<file path="src/rtl/fp32_pkg.sv">
// Shared IEEE-754 single-precision field widths, result flag positions and converter states.
// Latency: n/a (constants and types only).
// Backpressure: n/a.
package fp32_pkg;

    localparam int FP32_EXP_W   = 8;
    localparam int FP32_FRAC_W  = 23;
    localparam int FP32_BIAS    = 127;
    localparam int FP32_EXP_MAX = 255;

    // Bit positions inside the 3-bit {invalid, overflow, inexact} flag vector
    localparam int FLG_INVALID  = 2;
    localparam int FLG_OVERFLOW = 1;
    localparam int FLG_INEXACT  = 0;

    typedef enum logic [1:0] {
        IDLE  = 2'd0,
        SHIFT = 2'd1,
        OUT   = 2'd2
    } conv_state_t;

endpackage

</file>
<file path="src/rtl/fp32_align_step.sv">
// One alignment step: shifts the magnitude by min(STEP, remaining) toward the integer point.
// Latency: purely combinational.
// Backpressure: none; the caller decides when to register the result.
module fp32_align_step #(
    parameter int MAG_W = 32,
    parameter int REM_W = 6,
    parameter int STEP  = 4
) (
    input  logic [MAG_W-1:0] mag_in,
    input  logic             dir_left,
    input  logic [REM_W-1:0] rem_in,
    input  logic             sticky_in,
    output logic [MAG_W-1:0] mag_out,
    output logic [REM_W-1:0] rem_out,
    output logic             sticky_out
);
    import fp32_pkg::*;

    localparam logic [REM_W-1:0] STEP_R = REM_W'(STEP);

    logic [REM_W-1:0] k;
    logic [MAG_W-1:0] lost_mask;

    assign k         = (rem_in > STEP_R) ? STEP_R : rem_in;
    // Low k bits fall off the bottom on a right shift; they only feed the sticky bit
    assign lost_mask = ~({MAG_W{1'b1}} << k);

    assign mag_out    = dir_left ? (mag_in << k) : (mag_in >> k);
    assign rem_out    = rem_in - k;
    assign sticky_out = sticky_in | (~dir_left & (|(mag_in & lost_mask)));

endmodule

</file>
<file path="src/rtl/fp32_to_int_converter.sv">
// FP32 -> signed INT_W conversion, round toward zero, multi-cycle alignment shifter.
// Latency: 1 cycle for specials/zero shift, else 1+ceil(n/STEP) cycles accept->out_valid.
// Backpressure: one operation in flight; in_ready only in IDLE, result held until out_ready.
module fp32_to_int_converter #(
    parameter int INT_W = 32,
    parameter int STEP  = 4
) (
    input  logic             clk,
    input  logic             rst_n,
    input  logic             in_valid,
    output logic             in_ready,
    input  logic [31:0]      in_data,
    output logic             out_valid,
    input  logic             out_ready,
    output logic [INT_W-1:0] out_data,
    output logic [2:0]       out_flags
);
    import fp32_pkg::*;

    // Mantissa is 24 bits; the magnitude register must hold it even for narrow results
    localparam int MAG_W = (INT_W > 24) ? INT_W : 24;
    localparam int REM_W = 6;

    localparam logic [7:0] EXP_MAX8 = 8'(FP32_EXP_MAX);
    localparam logic [7:0] BIAS8    = 8'(FP32_BIAS);
    localparam logic [7:0] E_UNIT   = 8'(FP32_BIAS + FP32_FRAC_W);  // exponent where M needs no shift
    localparam logic [7:0] E_SAT    = 8'(FP32_BIAS + INT_W - 1);    // first exponent out of range

    localparam logic [INT_W-1:0] MIN_INT = {1'b1, {(INT_W-1){1'b0}}};
    localparam logic [INT_W-1:0] MAX_INT = ~MIN_INT;

    conv_state_t      state;
    logic [MAG_W-1:0] mag_q;
    logic             dir_q;
    logic [REM_W-1:0] rem_q;
    logic             sticky_q;
    logic             sign_q;

    logic [MAG_W-1:0] mag_nx;
    logic [REM_W-1:0] rem_nx;
    logic             sticky_nx;

    logic             in_sign;
    logic [7:0]       in_exp;
    logic [22:0]      in_frac;
    logic [7:0]       shamt;
    logic             dec_done;
    logic [INT_W-1:0] dec_data;
    logic [2:0]       dec_flags;
    logic [MAG_W-1:0] dec_mag;
    logic             dec_dir;
    logic [REM_W-1:0] dec_rem;
    logic [2:0]       shift_flags;

    function automatic logic [INT_W-1:0] apply_sign(input logic s, input logic [INT_W-1:0] m);
        return s ? -m : m;
    endfunction

    assign in_ready = (state == IDLE);

    assign in_sign = in_data[31];
    assign in_exp  = in_data[30:23];
    assign in_frac = in_data[22:0];

    fp32_align_step #(
        .MAG_W (MAG_W),
        .REM_W (REM_W),
        .STEP  (STEP)
    ) u_align (
        .mag_in     (mag_q),
        .dir_left   (dir_q),
        .rem_in     (rem_q),
        .sticky_in  (sticky_q),
        .mag_out    (mag_nx),
        .rem_out    (rem_nx),
        .sticky_out (sticky_nx)
    );

    // Classify the incoming float: finish immediately for specials/no-shift, else set up the shifter
    always_comb begin
        dec_done    = 1'b1;
        dec_data    = '0;
        dec_flags   = '0;
        dec_mag     = MAG_W'({1'b1, in_frac});
        shamt       = (in_exp > E_UNIT) ? (in_exp - E_UNIT) : (E_UNIT - in_exp);
        dec_dir     = (in_exp > E_UNIT);
        dec_rem     = shamt[REM_W-1:0];
        shift_flags = '0;
        shift_flags[FLG_INEXACT] = sticky_nx;

        if (in_exp == EXP_MAX8) begin
            if (in_frac != '0) begin
                dec_data               = MIN_INT;
                dec_flags[FLG_INVALID] = 1'b1;
            end else begin
                dec_data                = in_sign ? MIN_INT : MAX_INT;
                dec_flags[FLG_OVERFLOW] = 1'b1;
            end
        end else if (in_exp < BIAS8) begin
            // |x| < 1 truncates to zero; only a true zero is exact
            dec_flags[FLG_INEXACT] = (in_exp != '0) || (in_frac != '0);
        end else if (in_exp >= E_SAT) begin
            if (in_sign && (in_exp == E_SAT) && (in_frac == '0)) begin
                dec_data = MIN_INT;
            end else begin
                dec_data                = in_sign ? MIN_INT : MAX_INT;
                dec_flags[FLG_OVERFLOW] = 1'b1;
            end
        end else if (in_exp == E_UNIT) begin
            dec_data = apply_sign(in_sign, dec_mag[INT_W-1:0]);
        end else begin
            dec_done = 1'b0;
        end
    end

    // Converter FSM: accept in IDLE, step the shifter in SHIFT, hold the result in OUT
    always_ff @(posedge clk or negedge rst_n) begin
        if (!rst_n) begin
            state     <= IDLE;
            mag_q     <= '0;
            dir_q     <= 1'b0;
            rem_q     <= '0;
            sticky_q  <= 1'b0;
            sign_q    <= 1'b0;
            out_valid <= 1'b0;
            out_data  <= '0;
            out_flags <= '0;
        end else begin
            case (state)
                IDLE: begin
                    if (in_valid) begin
                        sign_q   <= in_sign;
                        mag_q    <= dec_mag;
                        dir_q    <= dec_dir;
                        rem_q    <= dec_rem;
                        sticky_q <= 1'b0;
                        if (dec_done) begin
                            out_data  <= dec_data;
                            out_flags <= dec_flags;
                            out_valid <= 1'b1;
                            state     <= OUT;
                        end else begin
                            state <= SHIFT;
                        end
                    end
                end
                SHIFT: begin
                    mag_q    <= mag_nx;
                    rem_q    <= rem_nx;
                    sticky_q <= sticky_nx;
                    // Last step: sign is applied as the result is registered
                    if (rem_nx == '0) begin
                        out_data  <= apply_sign(sign_q, mag_nx[INT_W-1:0]);
                        out_flags <= shift_flags;
                        out_valid <= 1'b1;
                        state     <= OUT;
                    end
                end
                OUT: begin
                    if (out_ready) begin
                        out_valid <= 1'b0;
                        state     <= IDLE;
                    end
                end
                default: state <= IDLE;
            endcase
        end
    end

endmodule

</file>
<file path="config.mk">
export PLATFORM = sky130hd
export DESIGN_NAME = fp32_to_int_converter
export DESIGN_NICKNAME = d
export VERILOG_FILES = /design/src/rtl/fp32_pkg.sv /design/src/rtl/fp32_align_step.sv /design/src/rtl/fp32_to_int_converter.sv
export SDC_FILE = /design/constraint.sdc
export NUM_CORES = 1
export LEC_CHECK = 0
export CAP_MARGIN = 40
export CORE_UTILIZATION = 45
export DETAILED_ROUTE_END_ITERATION = 7
export HOLD_SLACK_MARGIN = 0.03
export PLACE_DENSITY = 0.76
export SLEW_MARGIN = 20
export SYNTH_ARGS = -nofsm -noshare
export SYNTH_HDL_FRONTEND = slang
export SYNTH_SLANG_ARGS = --single-unit
</file>
<file path="constraint.sdc">
create_clock -name clk -period 6.05 [get_ports clk]
set_input_delay 1.21 -clock clk [delete_from_list [all_inputs] [get_ports clk]]
set_output_delay 1.21 -clock clk [all_outputs]
set_load 0.03 [all_outputs]
</file>
# Word level (Yosys, flattened, before mapping)
# Cells that the tools add are included.
# word_totals
ff_bits	79
output_inout_bits	37
wordCells	100
# op_classes
addsub	5
n_lt_le_gt_ge	4
eq_ne	9
n_shift	3
n_mux	49
n_bitwise	5
reduce_logical	16
# ops
op	n
$mux 32	14
$pmux 32 s2	2
$and 32x32->32	1
$neg 24->32	1
$neg 32->32	1
$not 32->32	1
$reduce_or 32->1	1
$shl 32x6->32	1
$shl 32x6->32 const A	1
$shr 32x6->32	1
$eq 8x8->1 const B	3
$logic_not 23->1	1
$reduce_bool 23->1	1
$mux 1	18
$mux 6	3
$pmux 6 s2	1
$mux 3	3
$ge 8x8->1 const B	1
$gt 8x8->1 const B	1
$lt 8x7->1 const B	1
$mux 2	4
$reduce_bool 8->1	1
$gt 6x3->1 const B	1
$logic_not 6->1	1
other kinds (23)	27

# Depth between registers and ports, before layout
# depth
word_depth	10
ltp_mapped	17
mapped_depth_nobuf	11

# Modules after synthesis
# A second synthesis with hierarchy kept.
# hier_totals
cells_unflattened	871
area_unflattened_um2	7812.5
# modules_own_cells
mod	n_inst	cells_per_inst	area_per_inst_um2	seq_area_each_um2
fp32_to_int_converter	1	614	5257.5	1976.9
fp32_align_step	1	257	2555.0	0.0

# Worst setup path after synthesis
# OpenSTA, ideal clock, no wires.
# synth_path
kind	register -> register
start	register rem_q[1]
end	register out_data[28]
arrival_time_ns	4.166
t_required_ns	5.980
setup_slack_ns	1.815
stages_incl_launch_ff	17
path_buffers	7
cell_sequence	dfrtp_1 > buf_2 > buf_1 > clkbuf_1 > clkbuf_1 > clkbuf_1 > nand2_1 > ha_1 > or2_2 > a21oi_1 > mux2i_1 > a41oi_1 > a211oi_1 > clkbuf_1 > clkbuf_1 > o211ai_1 > nand3b_1
# synth_between
elab_chain_len	8
elab_cells_between_ends	13
# synth_rtl
item	line_no	source
start, declared	fp32_to_int_converter.sv:35	logic [REM_W-1:0] rem_q;
start signal, assigned	fp32_to_int_converter.sv:135	rem_q <= dec_rem;
start signal, assigned	fp32_to_int_converter.sv:149	rem_q <= rem_nx;
$gt 6x3->1	fp32_align_step.sv:24	assign k = (rem_in > STEP_R) ? STEP_R : rem_in;
$mux 6	fp32_align_step.sv:24	
$shr 32x6->32 or $shl 32x6->32 (tied branches)	fp32_align_step.sv:28	assign mag_out = dir_left ? (mag_in << k) : (mag_in >> k);
$mux 32	fp32_align_step.sv:28	
$neg 32->32	fp32_to_int_converter.sv:56	return s ? -m : m;
$mux 32	fp32_to_int_converter.sv:56	
$mux 32	fp32_to_int_converter.sv:152	if (rem_nx == '0) begin
$pmux 32 s2	fp32_to_int_converter.sv:129	case (state)
end signal, assigned	fp32_to_int_converter.sv:138	out_data <= dec_data;
end signal, assigned	fp32_to_int_converter.sv:153	out_data <= apply_sign(sign_q, mag_nx[INT_W-1:0]);
end, declared	fp32_to_int_converter.sv:15	output logic [INT_W-1:0] out_data,
# Several ways; a longest one is shown, not always the timed one. The select of a mux whose other input is x is not followed.
# A chain may end at the register's enable or synchronous reset.

# Worst setup path in the final report
# layout_path
start	input port in_data[25]
end	register out_data[23]
# layout_between
elab_chain_len	10
elab_cells_between_ends	21
# layout_rtl
item	line_no	source
start, declared	fp32_to_int_converter.sv:12	input logic [31:0] in_data,
branches (longest 10 deep; another with $ge 8x8->1)	n/a	
# Parallel ways; which one is timed is not known. The select of a mux whose other input is x is not followed.

==> impl_metrics.tcl <==
set metrics [dict create \
    antenna_found_initial 0 \
    start_util 0.461 \
    skew_ns 0.00666 \
    max_freq_mhz 217 \
    antenna_cells 0 \
    setup_tns_ns 0 \
    antenna_left 0 \
    r2r_setup_slack_ns 1.75 \
    route.vias.total 7735 \
    die-area_sq_um 18300 \
    cts_tree "done" \
    synth_top_area_cell "dfrtp_1" \
    yosysSeqAreaShare 0.248 \
    final_cell_area_sq_um 9130 \
    post-route-min-period_ns 4.61 \
    drt_wl_total_um 24000 \
    hold_end "out_data[11]" \
    ys_async_sr_fraction 1.00 \
    tightest_slew_ns 0.899 \
    worstHoldPathCells 2 \
    syn_to_final_growth_pct 14.4 \
    grt_first_pass_wirelength_um 38300 \
    gr-usage-all-layers 0.271 \
    synth_seq_cells 79 \
    top_usage_layer "met2" \
    grt_use_met3 0.0456 \
    place_hpwl_um 17000 \
    clkLatencyLatePin_ns 0.36 \
    gp_congestion 0.927 \
    yosysWarningCount 0 \
    postCtsHoldBufs 0 \
    h-tree-depth 3 \
    maxCapViolCount 0 \
    avgRoutedWirePerCell_um 21.2 \
    power_density_nw_per_um2 581 \
    drt-initial-drc-count 1338 \
    path_max_fanout 22 \
    grt_pass1_vias 6972 \
    rsz0062_at_grt "false" \
    grt_overflow 0 \
    dieWidth_um 135 \
    fin_util 0.528 \
    dp_slack_ns 1.16 \
    rr_worst_depth 12 \
    fillers 1536 \
    row_count 48 \
    ys_top_cells_by_area "dfrtp_1 25%, mux4_2 17%, o21ai_0 5.6%" \
    criticalPathCategory "in2reg" \
    ys.flop_type "dfrtp_1" \
    drive_gt1_frac 0.149 \
    path_clk_slew_ns 0.06 \
    fin_ws_ns 1.44 \
    synth_top_area_share 0.248 \
    cts_num_sinks 79 \
    synth_nets 949 \
    clockBufferDepth 2 \
    ios 73 \
    cts_buffers 9 \
    root_buffer "clkbuf_16" \
    r2r_end "out_data[23]" \
    setup_viol 0 \
    via_per_inst 6.83 \
    cp_data_arrival_time_ns 4.90 \
    hp-start "out_data[11]" \
    p_leak_nw 3.36 \
    post_cts_buffers 0 \
    holdWs_ns 0.482 \
    die_h_um 135 \
    dp.cells 1114 \
    placed_area_sq_um 8710 \
    instances_no_fill 1133 \
    drtPass1Iterations 5 \
    report.final.slew_viol_count 0 \
    synth_cell_types 72 \
    grt_max_degree 63 \
    final-hold-violation-count 0 \
    status "finished clean" \
    use_met1 0.393 \
    netlist_area_sq_um 7980 \
    cp.required_ns 6.34 \
    port_buffers 72 \
    finalCritPeriodShare 0.763 \
    drc 0 \
    cp-end-kind "flop" \
    nNetsFinal 947 \
    ir_worst_vdd_v 0.000340 \
    core_sq_um 17300 \
    synthCells 905 \
    synth.avg_cell_area_sq_um 8.82 \
    design_power_total_mw 5.31 \
    ctsResizeCount 0 \
    worst_setup_path_start_kind "primary input" \
    slew_headroom 0.400 \
    mostFrequentLayoutCells "89 x o21ai_0, 85 x nand2_1, 79 x nor2_1" \
    use_met2 0.413 \
    hold_class "reg2reg" \
    reg2reg_from "rem_q[2]" \
    synth_edf_count 0 \
    layout_commonest_cell "o21ai_0" \
]
-- per-layer routing --
| layer | share of wire | vias to the layer above |
|---|---|---|
| li1 | - | 3459 |
| met2 | 0.45 | 499 |
| met3 | 0.11 | 37 |
| met1 | 0.42 | 3740 |
| met4 | 0.019 | 0 |
| met5 | 0 | - |
-- cell type report --
cell class / instances / area [sq um] / share of cell area
multi-input cells: 703 / 5530 / 0.605
flip-flops and latches: 79 / 1980 / 0.217
repair buffers: 93 / 917 / 0.100
well taps: 225 / 282 / 0.0308
clock buffers: 11 / 253 / 0.0277
clock inverters: 5 / 104 / 0.0114
inverters: 17 / 63.8 / 0.00699
-- cell usage after synthesis, drive strengths merged (19+ instances only) --
master and instances:
nand3 20, xnor2 19, clkbuf 79, o21ai 92, mux4 69, nor2 80
buf 27, a21oi 49, a22oi 36, xor2 22, dfrtp 79, nor3 20
nand2 85
-- registers in the layout, indices dropped and copies added, names as in the netlist --
signal     flops
sign_q         1
out_valid      1
out_flags      3
mag_q         32
sticky_q       1
rem_q          6
state          2
out_data      32
dir_q          1
-- power breakdown --
group / switching, mW / internal, mW
combinational: 1.85 / 1.53
clock: 0.241 / 0.426
sequential: 0.496 / 0.759
total: 2.59 / 2.72
-- worst max-delay path, stage by stage --
cell and delay [ns]:
clkdlybuf4s50_1 0.64, ha_1 0.29, nand4b_1 0.23, a31oi_1 0.27, buf_4 0.23, nand2b_1 0.16, o21ai_0 0.18, a211o_1 0.59
a31oi_1 0.37, or4b_2 0.63, nand4_1 0.09
-- worst max-delay path by stage --
stage / startpoint / endpoint / cells past startpoint
final: in_data[25] / out_data[23] / 11
after global routing: in_data[23] / out_data[18] / 12
after CTS: in_data[23] / out_data[23] / 11
after detailed placement: in_data[23] / out_data[23] / 11
after global placement: in_data[24] / out_data[23] / 10
after floorplan: rem_q[1] / out_data[28] / 16
-- cell families (layout without fill, tap and decap cells) --
group | count (synthesis) | after routing | share of synthesized area
compound gates | 287 | 287 | 0.240
xor+xnor | 41 | 41 | 0.0450
fa+ha+maj | 8 | 8 | 0.0125
buf+inv | 123 | 126 | 0.0624
flops | 79 | 79 | 0.248
mux | 91 | 91 | 0.227
other cells | 1 | 1 | 0.000470
simple gates | 275 | 275 | 0.165
(Power assumes the default switching activity.)
